==> config.mk <==
export PLATFORM = sky130hd
export DESIGN_NAME = video_frame_ctrl
export DESIGN_NICKNAME = d
export VERILOG_FILES = /design/src/rtl/video_pkg.sv /design/src/rtl/video_blank_edge.sv /design/src/rtl/video_frame_ctrl.sv
export SDC_FILE = /design/constraint.sdc
export NUM_CORES = 1
export LEC_CHECK = 0
export ABC_CLOCK_PERIOD_IN_PS = 2300
export CAP_MARGIN = 20
export CORE_ASPECT_RATIO = 1.25
export CORE_MARGIN = 8
export CORE_UTILIZATION = 40
export CTS_BUF_LIST = sky130_fd_sc_hd__clkbuf_8
export CTS_CLUSTER_SIZE = 28
export DETAILED_ROUTE_END_ITERATION = 8
export HOLD_SLACK_MARGIN = 0.05
export SLEW_MARGIN = 20
export SYNTH_ARGS = -nofsm -noshare
export SYNTH_HDL_FRONTEND = slang
export SYNTH_SLANG_ARGS = --single-unit
==> constraint.sdc <==
create_clock -name clk_i -period 2.3 [get_ports clk_i]
set_input_delay 0.345 -clock clk_i [delete_from_list [all_inputs] [get_ports clk_i]]
set_output_delay 0.345 -clock clk_i [all_outputs]
set_load 0.01 [all_outputs]
==> src/rtl/video_pkg.sv <==
// Shared types and defaults for the video frame controller: FSM state
// encoding, reset timing/step/centre values and the config shadow layout.
package video_pkg;

  typedef enum logic [1:0] {
    ST_SYNC   = 2'd0,
    ST_VBLANK = 2'd1,
    ST_ACTIVE = 2'd2
  } state_e;

  localparam int unsigned H_ACTIVE_DEF = 1920;
  localparam int unsigned V_ACTIVE_DEF = 1080;
  localparam int unsigned STEP_A_DEF   = 655;
  localparam int unsigned STEP_B_DEF   = 328;
  localparam int unsigned CX_DEF       = 960;
  localparam int unsigned CY_DEF       = 540;

  typedef struct packed {
    logic [15:0] step_a;
    logic [15:0] step_b;
    logic [11:0] cx;
    logic [11:0] cy;
  } cfg_t;

endpackage

==> src/rtl/video_blank_edge.sv <==
// Rise/fall detection on {Vblank, Hblank} against the value seen on the
// previous enabled video cycle.
module video_blank_edge (
  input  logic       clk_i,
  input  logic       rst_ni,
  input  logic       cen_i,
  input  logic [1:0] vh_blank_i,
  output logic       h_r_o,
  output logic       h_f_o,
  output logic       v_r_o,
  output logic       v_f_o
);

  logic [1:0] prev_q;

  // Reset to "both blanking" so a blank level present at reset release never
  // looks like a rising edge; a fresh Vblank rise is needed to relock.
  always_ff @(posedge clk_i) begin
    if (!rst_ni) begin
      prev_q <= 2'b11;
    end else if (cen_i) begin
      prev_q <= vh_blank_i;
    end
  end

  assign h_r_o = vh_blank_i[0] & ~prev_q[0];
  assign h_f_o = ~vh_blank_i[0] & prev_q[0];
  assign v_r_o = vh_blank_i[1] & ~prev_q[1];
  assign v_f_o = ~vh_blank_i[1] & prev_q[1];

endmodule

==> src/rtl/video_frame_ctrl.sv <==
// Frame timing tracker with per-frame rotation angles and a vblank-synchronised
// config shadow. Define VIDEO_FRAME_CTRL_CHECK_EN to build the line/frame length checker.
module video_frame_ctrl
  import video_pkg::*;
#(
  parameter int unsigned H_ACTIVE   = H_ACTIVE_DEF,
  parameter int unsigned V_ACTIVE   = V_ACTIVE_DEF,
  parameter int unsigned DEF_STEP_A = STEP_A_DEF,
  parameter int unsigned DEF_STEP_B = STEP_B_DEF,
  parameter int unsigned DEF_CX     = CX_DEF,
  parameter int unsigned DEF_CY     = CY_DEF
) (
  input  logic        clk_i,
  input  logic        rst_ni,
  input  logic        cen_i,
  input  logic [1:0]  vh_blank_i,
  input  logic        cfg_valid_i,
  output logic        cfg_ready_o,
  input  logic [15:0] cfg_step_a_i,
  input  logic [15:0] cfg_step_b_i,
  input  logic [11:0] cfg_cx_i,
  input  logic [11:0] cfg_cy_i,
  output logic [11:0] pix_x_o,
  output logic [11:0] pix_y_o,
  output logic        active_o,
  output logic        frame_start_o,
  output logic [15:0] angle_a_o,
  output logic [15:0] angle_b_o,
  output logic [11:0] cx_o,
  output logic [11:0] cy_o,
  output logic [15:0] frame_cnt_o,
  output logic        timing_err_o
);

  logic h_r, h_f, v_r, v_f;
  logic hblank, vblank;

  state_e      state_q, state_d;
  logic [11:0] pix_x_q, pix_x_d;
  logic [11:0] pix_y_q, pix_y_d;
  logic        active_q, active_d;
  logic        frame_start_q, frame_start_d;
  logic [15:0] angle_a_q, angle_a_d;
  logic [15:0] angle_b_q, angle_b_d;
  logic [15:0] frame_cnt_q, frame_cnt_d;
  cfg_t        live_q, live_d;
  cfg_t        shadow_q, shadow_d;
  logic        pending_q, pending_d;
  cfg_t        cfg_in;
  cfg_t        cfg_reset;

  assign hblank    = vh_blank_i[0];
  assign vblank    = vh_blank_i[1];
  assign cfg_in    = '{step_a: cfg_step_a_i, step_b: cfg_step_b_i, cx: cfg_cx_i, cy: cfg_cy_i};
  assign cfg_reset = '{step_a: 16'(DEF_STEP_A), step_b: 16'(DEF_STEP_B),
                       cx: 12'(DEF_CX), cy: 12'(DEF_CY)};

  video_blank_edge u_edge (
    .clk_i      (clk_i),
    .rst_ni     (rst_ni),
    .cen_i      (cen_i),
    .vh_blank_i (vh_blank_i),
    .h_r_o      (h_r),
    .h_f_o      (h_f),
    .v_r_o      (v_r),
    .v_f_o      (v_f)
  );

  always_ff @(posedge clk_i) begin
    if (!rst_ni) begin
      state_q       <= ST_SYNC;
      pix_x_q       <= '0;
      pix_y_q       <= '0;
      active_q      <= 1'b0;
      frame_start_q <= 1'b0;
      angle_a_q     <= '0;
      angle_b_q     <= '0;
      frame_cnt_q   <= '0;
      live_q        <= cfg_reset;
      shadow_q      <= '0;
      pending_q     <= 1'b0;
    end else begin
      state_q       <= state_d;
      pix_x_q       <= pix_x_d;
      pix_y_q       <= pix_y_d;
      active_q      <= active_d;
      frame_start_q <= frame_start_d;
      angle_a_q     <= angle_a_d;
      angle_b_q     <= angle_b_d;
      frame_cnt_q   <= frame_cnt_d;
      live_q        <= live_d;
      shadow_q      <= shadow_d;
      pending_q     <= pending_d;
    end
  end

  always_comb begin
    state_d       = state_q;
    pix_x_d       = pix_x_q;
    pix_y_d       = pix_y_q;
    active_d      = active_q;
    frame_start_d = frame_start_q;
    angle_a_d     = angle_a_q;
    angle_b_d     = angle_b_q;
    frame_cnt_d   = frame_cnt_q;
    live_d        = live_q;
    shadow_d      = shadow_q;
    pending_d     = pending_q;

    if (cen_i) begin
      unique case (state_q)
        ST_SYNC:   if (v_r) state_d = ST_VBLANK;
        ST_VBLANK: if (v_f) state_d = ST_ACTIVE;
        ST_ACTIVE: if (v_r) state_d = ST_VBLANK;
        default:   state_d = ST_SYNC;
      endcase

      if (h_f) begin
        pix_x_d = '0;
      end else if (!hblank && pix_x_q != 12'hFFF) begin
        pix_x_d = pix_x_q + 12'd1;
      end

      if (v_f) begin
        pix_y_d = '0;
      end else if (h_r && !vblank && state_q == ST_ACTIVE) begin
        pix_y_d = pix_y_q + 12'd1;
      end

      // Uses the next state so active_o lines up with pix_x_o on the first pixel.
      active_d      = (state_d == ST_ACTIVE) && !vblank && !hblank;
      frame_start_d = v_r;

      if (v_r && state_q != ST_SYNC) begin
        angle_a_d   = angle_a_q + live_q.step_a;
        angle_b_d   = angle_b_q + live_q.step_b;
        frame_cnt_d = frame_cnt_q + 16'd1;
      end

      // Ready is low while pending, so acceptance and apply never coincide.
      if (v_r && pending_q) begin
        live_d    = shadow_q;
        pending_d = 1'b0;
      end else if (cfg_valid_i && !pending_q) begin
        shadow_d  = cfg_in;
        pending_d = 1'b1;
      end
    end
  end

  assign pix_x_o       = pix_x_q;
  assign pix_y_o       = pix_y_q;
  assign active_o      = active_q;
  assign frame_start_o = frame_start_q;
  assign angle_a_o     = angle_a_q;
  assign angle_b_o     = angle_b_q;
  assign frame_cnt_o   = frame_cnt_q;
  assign cx_o          = live_q.cx;
  assign cy_o          = live_q.cy;
  assign cfg_ready_o   = ~pending_q;

`ifdef VIDEO_FRAME_CTRL_CHECK_EN
  localparam logic [12:0] H_CNT = 13'(H_ACTIVE);
  localparam logic [11:0] V_CNT = 12'(V_ACTIVE);

  logic        err_q, err_d;
  logic [12:0] line_pix;

  // pix_x_q holds the last active pixel index when Hblank rises.
  always_comb begin
    err_d    = err_q;
    line_pix = {1'b0, pix_x_q} + 13'd1;
    if (cen_i && state_q == ST_ACTIVE) begin
      if (h_r && !vblank && line_pix != H_CNT) err_d = 1'b1;
      if (v_r && pix_y_q != V_CNT) err_d = 1'b1;
    end
  end

  always_ff @(posedge clk_i) begin
    if (!rst_ni) begin
      err_q <= 1'b0;
    end else begin
      err_q <= err_d;
    end
  end

  assign timing_err_o = err_q;
`else
  assign timing_err_o = 1'b0;
`endif

endmodule

==> flow_summary.json <==
{
  "avgViaCountPerCell": 5.10,
  "netlist_area_mm2": 0.00864,
  "crit_type": "reg2reg",
  "nNetsFinal": 1302,
  "timing.final.crit_share_pct": 94.1,
  "final-setup-viol-count": 0,
  "synth-edff-count": 0,
  "ys_top_cells_by_area": "dfxtp_1 (44%), nand2_1 (12%), a21oi_1 (8.5%)",
  "drv_cap": 0,
  "pwr-share-comb_pct": 6.9,
  "final_common_cell": "nand2_1",
  "via_count": 7628,
  "antenna_found_initial": 0,
  "relSlewSlack_pct": 65.4,
  "synthArstFlopShare_pct": 0,
  "port_buffers": 160,
  "power_switching_mw": 1.60,
  "routed_wl_mm": 22.7,
  "post_cts_buffers": 0,
  "synthDistinctLibCells": 59,
  "numCtsBuffers": 17,
  "cts_tree": "done",
  "fmax_mhz": 462,
  "dp_hpwl_mm": 16.1,
  "syn_inst": 1083,
  "wire_per_inst_um": 15.2,
  "drv_slew": 0,
  "grt_pass1_vias": 7426,
  "min_period_ns": 2.16,
  "rows": 60,
  "drcViolationCount": 0,
  "syn_nets": 1180,
  "synth_top_area_cell": "dfxtp_1",
  "area_growth_pct": 26.2,
  "drt_iter0_drc": 296,
  "internal_power_mw": 4.52,
  "skew_ns": 0.0175,
  "p_per_area_mw_per_mm2": 561,
  "sw_frac_of_total_pct": 26.2,
  "hold_path.class": "in2reg",
  "yosys_most_used_dff": "dfxtp_1",
  "crit_fanout": 9,
  "cts_hold_buf": 0,
  "tightest_slew_ns": 0.519,
  "synthDominantCellAreaShare_pct": 44.3,
  "drive_gt1_share_pct": 5.67,
  "cp-start-kind": "flop",
  "cp-end-kind": "flop",
  "clock-sinks": 191,
  "initial_utilization_pct": 40.4,
  "dp.cells": 1465,
  "final_cell_mix": "nand2_1 (285), dfxtp_1 (191), clkdlybuf4s50_1 (159)",
  "ys_seq_elements": 191,
  "grt_max_degree": 80,
  "track_usage_pct": 17.0,
  "yosysSeqAreaShare_pct": 44.3,
  "vdd_drop_max_mv": 0.401,
  "die_x_um": 147,
  "yosysWarnings": 0,
  "status": "finished clean",
  "fillers": 2152,
  "hold_start": "rst_ni",
  "reg2reg_from": "live_q[30]",
  "avgSynthCellArea_um2": 7.98,
  "ios": 162,
  "drt_pass1_iterations": 4,
  "clock_latency_ns": 0.48,
  "root_buffer": "clkbuf_8",
  "grt_pass1_wl_mm": 37.2,
  "drtAntennaViolNets": 0,
  "final_cells": 1497,
  "grt-ovfl-total": 0,
  "gp_congestion": 0.866,
  "critPathLaunch": "live_q[30]",
  "clock_path_buffers": 2,
  "p_seq_share_pct": 55.7,
  "critPathRequiredTime_ns": 2.69,
  "pwr-share-clk_pct": 37.4,
  "htree_levels": 4,
  "multiInputGateArea_mm2": 0.00442,
  "cellLeakagePower_nw": 4.00,
  "n_antenna_cell": 0,
  "rsz0062_at_grt": "no",
  "cp.arrival_ns": 2.55,
  "dieArea_mm2": 0.0266,
  "clkTransAtPathRegs_ns": 0.11,
  "regArea_mm2": 0.00382,
  "hold_violations": 0,
  "core_area_mm2": 0.0214,
  "fp.dieH_um": 180,
  "setup_tns_ns": 0
}
-- path summary, 6_finish.rpt --
| check | endpoint | slack (ns) | cells past startpoint |
|---|---|---|---|
| max | angle_b_o[15] | 0.14 | 7 |
| min | angle_b_o[4] | 0.35 | 3 |
| max reg2reg | angle_b_o[15] | 0.14 | 7 |
| min reg2reg | cx_o[11] | 0.46 | 2 |
-- routing by layer --
layer | vias to the layer above | share of wire [%] | track usage [%]
li1 | 3936 | - | -
met1 | 3531 | 45 | 20.3
met2 | 144 | 49 | 29.1
met3 | 17 | 4.9 | 4.17
met4 | 0 | 1.4 | 5.52
met5 | - | 0 | 0
-- power by group through the flow --
stage          logic (mW)  registers, mW  clock network, mW
2_1_floorplan       0.216           3.47                  0
3_5_place_dp        0.426           3.49                  0
6_report            0.423           3.41               2.29
5_1_grt             0.471           3.42               2.50
4_1_cts             0.428           3.41               2.38
3_3_place_gp        0.426           3.49                  0
-- what timing repair did --
item / 4_1_cts / 5_1_grt
resized for setup: 0 / 2
setup endpoints to repair: 0 / 2
hold endpoints to repair: 0 / 0
-- synth_stat cells, types with 4 or more instances --
cell type	instances
buf_4	25
a21oi_1	147
and2_1	7
clkbuf_1	35
and3_1	10
a21o_1	12
inv_1	10
nand4_1	17
ha_1	33
o21bai_1	4
nor3_1	10
buf_2	8
nor2_1	53
a211oi_1	11
buf_1	11
xor2_1	21
o21a_1	6
xnor2_1	17
a211o_1	6
a31oi_1	6
or3_1	11
nand3b_1	4
nand3_1	48
o21ai_0	32
dfxtp_1	191
o211ai_1	6
nand2_1	286
nand2b_1	8
-- state kept, by name, summed over array words and instances (netlist names), 12 cells and up --
signal / count
frame_cnt_o: 16
shadow_q: 56
cy_o: 12
angle_b_o: 16
pix_y_o: 12
live_q: 32
angle_a_o: 16
pix_x_o: 12
cx_o: 12
-- cell families (layout without fill, tap and decap cells) --
| group | count (synthesis) | after routing | share of synthesized area [%] |
|---|---|---|---|
| buf+inv | 90 | 225 | 5.11 |
| simple gates | 475 | 475 | 24.4 |
| flops | 191 | 191 | 44.3 |
| compound gates | 250 | 250 | 16.7 |
| fa+ha+maj | 35 | 35 | 5.24 |
| mux | 3 | 3 | 0.362 |
| xor+xnor | 38 | 38 | 3.85 |
| other cells | 1 | 1 | 0.0434 |
-- critical path, cell delays in order (launching register included) --
cell and delay [ns]:
dfxtp_1 0.35, ha_1 0.39, a2111o_1 0.40, a21oi_1 0.26, o211ai_1 0.17, nand3_1 0.10
nor3b_1 0.22, mux2i_1 0.21
-- per-stage QoR --
stage	power [mW]	instance area, um2	util [%]	setup WS, ns	hold WS, ns
final	6.12	10900	50.9	0.135	0.353
after global routing	6.39	10900	50.9	0.00248	0.367
after CTS	6.21	10900	50.9	0.113	0.333
after detailed placement	3.91	10500	49.0	0.0921	0.443
after global placement	3.91	10500	49.0	0.115	0.436
after floorplan	3.69	8640	-	0.212	0.432
-- final cells by class --
cell class / count / share of cell area (%)
clock buffer: 18 / 2.27
clock inverter: 14 / 1.55
inverter: 11 / 0.402
multi-input combinational: 802 / 40.5
sequential: 191 / 35.1
tap: 279 / 3.20
timing repair buffer: 182 / 17.0
(Power assumes the default switching activity.)
